===== src/rtl/phy_tx_lane_if.sv =====
// rtl/phy_tx_lane_if.sv - word handshake into the lane serializer
interface phy_tx_lane_if #(
    parameter int WORD_W = 32
);
    logic [WORD_W-1:0] data_in;
    logic              valid_in;
    logic              ready_out;

    modport master (
        output data_in,
        output valid_in,
        input  ready_out
    );

    modport slave (
        input  data_in,
        input  valid_in,
        output ready_out
    );
endinterface


===== src/rtl/phy_tx_lane.sv =====
// rtl/phy_tx_lane.sv - single-lane word-to-serial transmitter with COM training and IDLE fill
// Optional feature macro: TX_WORD_COUNT_EN (adds word_count output)
module phy_tx_lane #(
    parameter int         WORD_W    = 32,
    parameter logic [7:0] COM_SYM   = 8'hBC,
    parameter logic [7:0] IDLE_SYM  = 8'h7C,
    parameter int         COM_COUNT = 4
) (
    input  logic                 clk_32f,
    input  logic                 reset,
    phy_tx_lane_if.slave         tx,
    output logic                 serial_out,
`ifdef TX_WORD_COUNT_EN
    output logic [15:0]          word_count,
`endif
    output logic                 active
);

    typedef enum logic [1:0] {
        TRAIN = 2'd0,
        IDLE  = 2'd1,
        DATA  = 2'd2
    } state_t;

    localparam logic [3:0] COM_LAST = 4'(COM_COUNT - 1);

    state_t            r_state;
    state_t            w_state_nxt;
    logic [2:0]        r_bit_cnt;
    logic [1:0]        r_byte_cnt;
    logic [1:0]        w_byte_cnt_nxt;
    logic [3:0]        r_com_cnt;
    logic [3:0]        w_com_cnt_nxt;
    logic [7:0]        r_shift;
    logic [7:0]        w_shift_nxt;
    logic [WORD_W-1:0] r_hold;
    logic [WORD_W-1:0] r_word;
    logic              r_hold_valid;
    logic              r_serial;
    logic              r_active;
    logic              w_boundary;
    logic              w_ready;
    logic              w_xfer;
    logic              w_load_word;
    logic              w_active_set;
    logic              w_last_byte;
    logic [7:0]        w_word_byte;

    assign w_boundary   = (r_bit_cnt == 3'd7);
    assign w_ready      = ~r_hold_valid & r_active;
    assign w_xfer       = tx.valid_in & w_ready;
    assign tx.ready_out = w_ready;
    assign serial_out   = r_serial;
    assign active       = r_active;

    always_comb begin
        w_word_byte = r_word[7:0];
        case (r_byte_cnt)
            2'd1:    w_word_byte = r_word[23:16];
            2'd2:    w_word_byte = r_word[15:8];
            default: w_word_byte = r_word[7:0];
        endcase
    end

    always_ff @(posedge clk_32f or posedge reset) begin
        if (reset) begin
            r_state <= TRAIN;
        end else begin
            r_state <= w_state_nxt;
        end
    end

    // Every decision happens only at a symbol boundary; between boundaries the symbol just shifts.
    always_comb begin
        w_state_nxt    = r_state;
        w_shift_nxt    = r_shift;
        w_byte_cnt_nxt = r_byte_cnt;
        w_com_cnt_nxt  = r_com_cnt;
        w_load_word    = 1'b0;
        w_active_set   = 1'b0;
        w_last_byte    = 1'b0;
        if (w_boundary) begin
            case (r_state)
                TRAIN: begin
                    w_shift_nxt   = COM_SYM;
                    w_com_cnt_nxt = r_com_cnt + 4'd1;
                    if (r_com_cnt == COM_LAST) begin
                        w_shift_nxt  = IDLE_SYM;
                        w_state_nxt  = IDLE;
                        w_active_set = 1'b1;
                    end
                end
                IDLE: begin
                    if (r_hold_valid) begin
                        w_shift_nxt    = r_hold[31:24];
                        w_load_word    = 1'b1;
                        w_byte_cnt_nxt = 2'd1;
                        w_state_nxt    = DATA;
                    end else begin
                        w_shift_nxt = IDLE_SYM;
                    end
                end
                DATA: begin
                    if (r_byte_cnt == 2'd0) begin
                        if (r_hold_valid) begin
                            w_shift_nxt    = r_hold[31:24];
                            w_load_word    = 1'b1;
                            w_byte_cnt_nxt = 2'd1;
                        end else begin
                            w_shift_nxt = IDLE_SYM;
                            w_state_nxt = IDLE;
                        end
                    end else begin
                        w_shift_nxt    = w_word_byte;
                        w_byte_cnt_nxt = r_byte_cnt + 2'd1;
                        w_last_byte    = (r_byte_cnt == 2'd3);
                    end
                end
                default: begin
                    w_state_nxt = TRAIN;
                end
            endcase
        end
    end

    always_ff @(posedge clk_32f or posedge reset) begin
        if (reset) begin
            r_bit_cnt    <= 3'd0;
            r_byte_cnt   <= 2'd0;
            r_com_cnt    <= 4'd0;
            r_shift      <= COM_SYM;
            r_hold       <= '0;
            r_word       <= '0;
            r_hold_valid <= 1'b0;
            r_serial     <= 1'b0;
            r_active     <= 1'b0;
        end else begin
            r_bit_cnt  <= r_bit_cnt + 3'd1;
            r_byte_cnt <= w_byte_cnt_nxt;
            r_com_cnt  <= w_com_cnt_nxt;
            r_shift    <= w_shift_nxt;
            r_serial   <= r_shift[3'd7 - r_bit_cnt];
            r_active   <= r_active | w_active_set;
            if (w_load_word) begin
                r_word <= r_hold;
            end
            // Transfer and load never coincide: a load needs hold full, a transfer needs it empty.
            if (w_xfer) begin
                r_hold       <= tx.data_in;
                r_hold_valid <= 1'b1;
            end else if (w_load_word) begin
                r_hold_valid <= 1'b0;
            end
        end
    end

`ifdef TX_WORD_COUNT_EN
    logic [15:0] r_word_count;

    always_ff @(posedge clk_32f or posedge reset) begin
        if (reset) begin
            r_word_count <= 16'd0;
        end else if (w_last_byte) begin
            r_word_count <= r_word_count + 16'd1;
        end
    end

    assign word_count = r_word_count;
`endif

endmodule


===== src/flat_wrapper.sv =====
// flat-port wrapper written by rule: the top's interface ports become plain ports
module phy_tx_lane_flat 
#(
    parameter int         WORD_W    = 32,
    parameter logic [7:0] COM_SYM   = 8'hBC,
    parameter logic [7:0] IDLE_SYM  = 8'h7C,
    parameter int         COM_COUNT = 4
)
  (clk_32f, reset, serial_out, active, tx_data_in, tx_valid_in, tx_ready_out);
  phy_tx_lane_if #(.WORD_W(WORD_W)) tx_i ();
  input  logic clk_32f;
  input  logic reset;
  output logic serial_out;
  output logic active;
  input wire logic [$bits(tx_i.data_in)-1:0] tx_data_in;
  input wire logic [$bits(tx_i.valid_in)-1:0] tx_valid_in;
  output wire logic [$bits(tx_i.ready_out)-1:0] tx_ready_out;
  assign tx_i.data_in = tx_data_in;
  assign tx_i.valid_in = tx_valid_in;
  assign tx_ready_out = tx_i.ready_out;
  phy_tx_lane #(.WORD_W(WORD_W), .COM_SYM(COM_SYM), .IDLE_SYM(IDLE_SYM), .COM_COUNT(COM_COUNT)) u_core (.clk_32f(clk_32f), .reset(reset), .tx(tx_i), .serial_out(serial_out), .active(active));
endmodule

===== config.mk =====
export PLATFORM = sky130hd
export DESIGN_NAME = phy_tx_lane_flat
export DESIGN_NICKNAME = d
export VERILOG_FILES = /design/src/rtl/phy_tx_lane_if.sv /design/src/rtl/phy_tx_lane.sv /design/src/flat_wrapper.sv
export SDC_FILE = /design/constraint.sdc
export NUM_CORES = 1
export LEC_CHECK = 0
export CAP_MARGIN = 10
export CELL_PAD_IN_SITES_DETAIL_PLACEMENT = 1
export CELL_PAD_IN_SITES_GLOBAL_PLACEMENT = 2
export CORE_MARGIN = 2
export CORE_UTILIZATION = 43
export CTS_BUF_LIST = sky130_fd_sc_hd__clkbuf_4
export DETAILED_ROUTE_END_ITERATION = 10
export MAX_ROUTING_LAYER = met4
export PLACE_DENSITY_LB_ADDON = 0.1
export SETUP_SLACK_MARGIN = 0.02
export SLEW_MARGIN = 30
export SYNTH_ARGS = -nofsm -noshare
export SYNTH_HDL_FRONTEND = slang
export SYNTH_SLANG_ARGS = --single-unit
export TNS_END_PERCENT = 100

===== constraint.sdc =====
create_clock -name clk_32f -period 6.95 [get_ports clk_32f]
set_input_delay 1.0425 -clock clk_32f [delete_from_list [all_inputs] [get_ports clk_32f]]
set_output_delay 1.0425 -clock clk_32f [all_outputs]
set_load 0.02 [all_outputs]

==> results.toml <==
[yosys]
muxShareOfSynthArea_pct = 20.3
async_flop_share_pct = 100
synth_common_cells = "73 x dfrtp_1, 58 x mux2_2, 18 x nand2_1"
synth_top_cells_by_area = "dfrtp_1 53%, mux2_2 19%, dfstp_2 3.8%, ha_1 3.6%, nand2_1 2.0%"
synth_cell_types = 37
synth_top_area_cell = "dfrtp_1"
ys_ff_latch = 78
synth_simple_gate_area_share_pct = 7.30
synth_top_family_by_area = "multiplexers"
yosys_warnings = 0
synth-main-ff-cell = "dfrtp_1"
syn-instance-count = 262
synth.yosys.seq_area_share_pct = 56.9
synthesis.nets = 307
synth-compound-area-share_pct = 8.14
syn_area_mm2 = 0.00344
synth.top_cell.area_share_pct = 53.1
synth_adder_area_share_pct = 3.63
avgSynthCellArea_um2 = 13.1
synth_edf_count = 0
synth.most_common_cell = "dfrtp_1"
synth-xor-area-share_pct = 0.763

[detailed_routing]
num_vias = 2178
drt_iter0_drc = 103
wire_per_inst_um = 16.6
wl_um = 6780
viasPerCell = 5.34
ant_nets = 0
first_pass_iters = 4
drc = 0

[hold_path]
hp-class = "register to register"
worstHoldStart = "u_core.r_shift[1]$_DFFE_PP0P_"

[worst_setup_path]
cp-end-kind = "primary output"
cpPeakStageDelay_ns = 0.63
start_kind = "register"
startpoint = "u_core.r_hold_valid$_DFFE_PP0P_"
r2r_slack_ns = 4.85
regToRegStartpoint = "u_core.r_state[0]$_DFFE_PP0P_"
worst-path-max-fanout = 10
required_ns = 5.91
cp.arrival_ns = 1.76
crit_slowest_cell = "clkdlybuf4s50_1"
crit_family = "buffers and inverters"
path_buf_inv = 1
crit_path_cell_trace = "nor2b_1 -> clkdlybuf4s50_1"
worst-setup-path-type = "register to primary output"

[global_routing]
grt_pass1_vias = 2330
grt_pass1_wl_um = 11400
grt_antenna_before_repair = 0
grt.overflow.total = 0
gr-usage-all-layers_pct = 17.9
grt_max_degree = 79

[clock_tree]
cts_hold_buf = 0
ctsHtreeMaxLevel = 3
cts-resized-gates = 0
cts_buffers = 9
cts_setup_buffers = 0
clock_sinks = 78
cts_tree = "built"
clkLatencyLatePin_ns = 0.40
cts_buffer_depth = 2
cts-root-buf = "clkbuf_4"
path_clk_slew_ns = 0.12

[sta]
setup_ws_ns = 4.15
clock.fmax_ghz = 0.357
relSlewSlack_pct = 53.4
final.setup_skew_ns = 0.0119
period_needed_ns = 2.80
timing.hold.ws_ns = 0.487
setup_violations = 0
fin_crit_sh_pct = 40.3
worst_pin_slew_ns = 0.699
hold_viol = 0
tns_ns = 0
drv_slew = 0
rsz0062_at_grt = "no"

[layout]
syn_to_final_growth_pct = 16.4
drive_gt1_share_pct = 28.8
antenna_cells = 0
fill_cells = 805
final_nets = 346
final_cells = 408

[die]
die_x_um = 93.5
fp-row-count = 32
num_io_pins = 38
die_y_um = 93.5
start_util_pct = 44.6
dieArea_mm2 = 0.00874
floorplan.core_area_mm2 = 0.00773

[power]
totalPowerFinal_mw = 0.813
power_density_mw_per_mm2 = 203
p_leak_nw = 1.83
irDropWorstVdd_v = 0.0000930

[run]
maxCapViolations = 0

[placement]
place_ws_ns = 4.51
hpwlAfterDp_um = 4760
routabilityCongestion = 0.817
place_inst = 392
portBuffers = 37

[run_status]
outcome = "complete, no violations"
-- per-layer routing --
layer	global-route usage, %	wire (um)
met1	22.7	3120
met3	4.35	178
met4	5.64	74
met5	-	0
met2	28.4	3410
-- power breakdown --
part / internal [mW] / leakage [nW] / switching, mW
registers: 0.490 / 0.981 / 0.0206
logic: 0.0494 / 0.784 / 0.0258
clock network: 0.0822 / 0.0638 / 0.145
total: 0.622 / 1.83 / 0.191
-- per-stage QoR --
step	area [um^2]	utilization, %
CTS	4010	51.9
global route	4010	51.9
finish	4010	51.9
floorplan	3440	-
detailed placement	3900	50.5
global placement	3900	50.4
-- tightest hold or removal path, cell delays in order, from the launching register on --
cell and delay (ns):
dfrtp_1 0.36, nand2_1 0.05, nand3_1 0.05
-- cell usage in the layout (no fill, tap or decap), types with 6 or more instances in the layout --
cell type / Yosys / routed
mux2_2: 58 / 58
a22oi_1: 8 / 8
nor2_1: 8 / 8
o21ai_0: 12 / 12
dfrtp_1: 73 / 73
clkbuf_4: 0 / 12
nand3_1: 6 / 6
nand2_1: 18 / 18
ha_1: 10 / 10
clkdlybuf4s50_1: 0 / 37
inv_1: 10 / 9
-- flip-flops by register name, summed over array words and instances, names as in the netlist --
signal / count
u_core.r_com_cnt: 4
u_core.r_hold: 32
u_core.r_shift: 8
u_core.active: 1
u_core.r_word: 24
u_core.serial_out: 1
u_core.r_hold_valid: 1
u_core.r_state: 2
u_core.r_bit_cnt: 3
u_core.r_byte_cnt: 2
-- worst paths after layout --
kind,end,depth (start not counted)
min in group asynchronous,u_core.r_hold[20]$_DFFE_PP0P_,3
hold reg to reg,u_core.r_shift[1]$_DFFE_PP0P_,2
hold / removal,u_core.r_shift[1]$_DFFE_PP0P_,2
setup reg to reg,u_core.r_word[17]$_DFFE_PP0P_,7
max in group asynchronous,u_core.r_word[16]$_DFFE_PP0P_,3
setup / recovery,tx_ready_out,2
-- final cells by class --
class / count / area, um^2 / share of cell area, %
inverters: 10 / 37.5 / 0.937
clock inverters: 4 / 16.3 / 0.406
clock buffers: 12 / 90.1 / 2.25
multi-input cells: 162 / 1380 / 34.5
well taps: 102 / 128 / 3.18
repair buffers: 40 / 397 / 9.90
flip-flops and latches: 78 / 1960 / 48.9
-- cells by family (layout without fill, tap and decap cells) --
kind of cell,count (synthesis),after routing
adder cells (fa/ha/maj),10,10
flip-flops,78,78
multiplexers,60,60
XOR/XNOR,3,3
buffers and inverters,22,66
AND/OR/NAND/NOR,49,49
AO/OA/AOI/OAI,40,40
No activity file was read; power rests on OpenSTA's default activity.
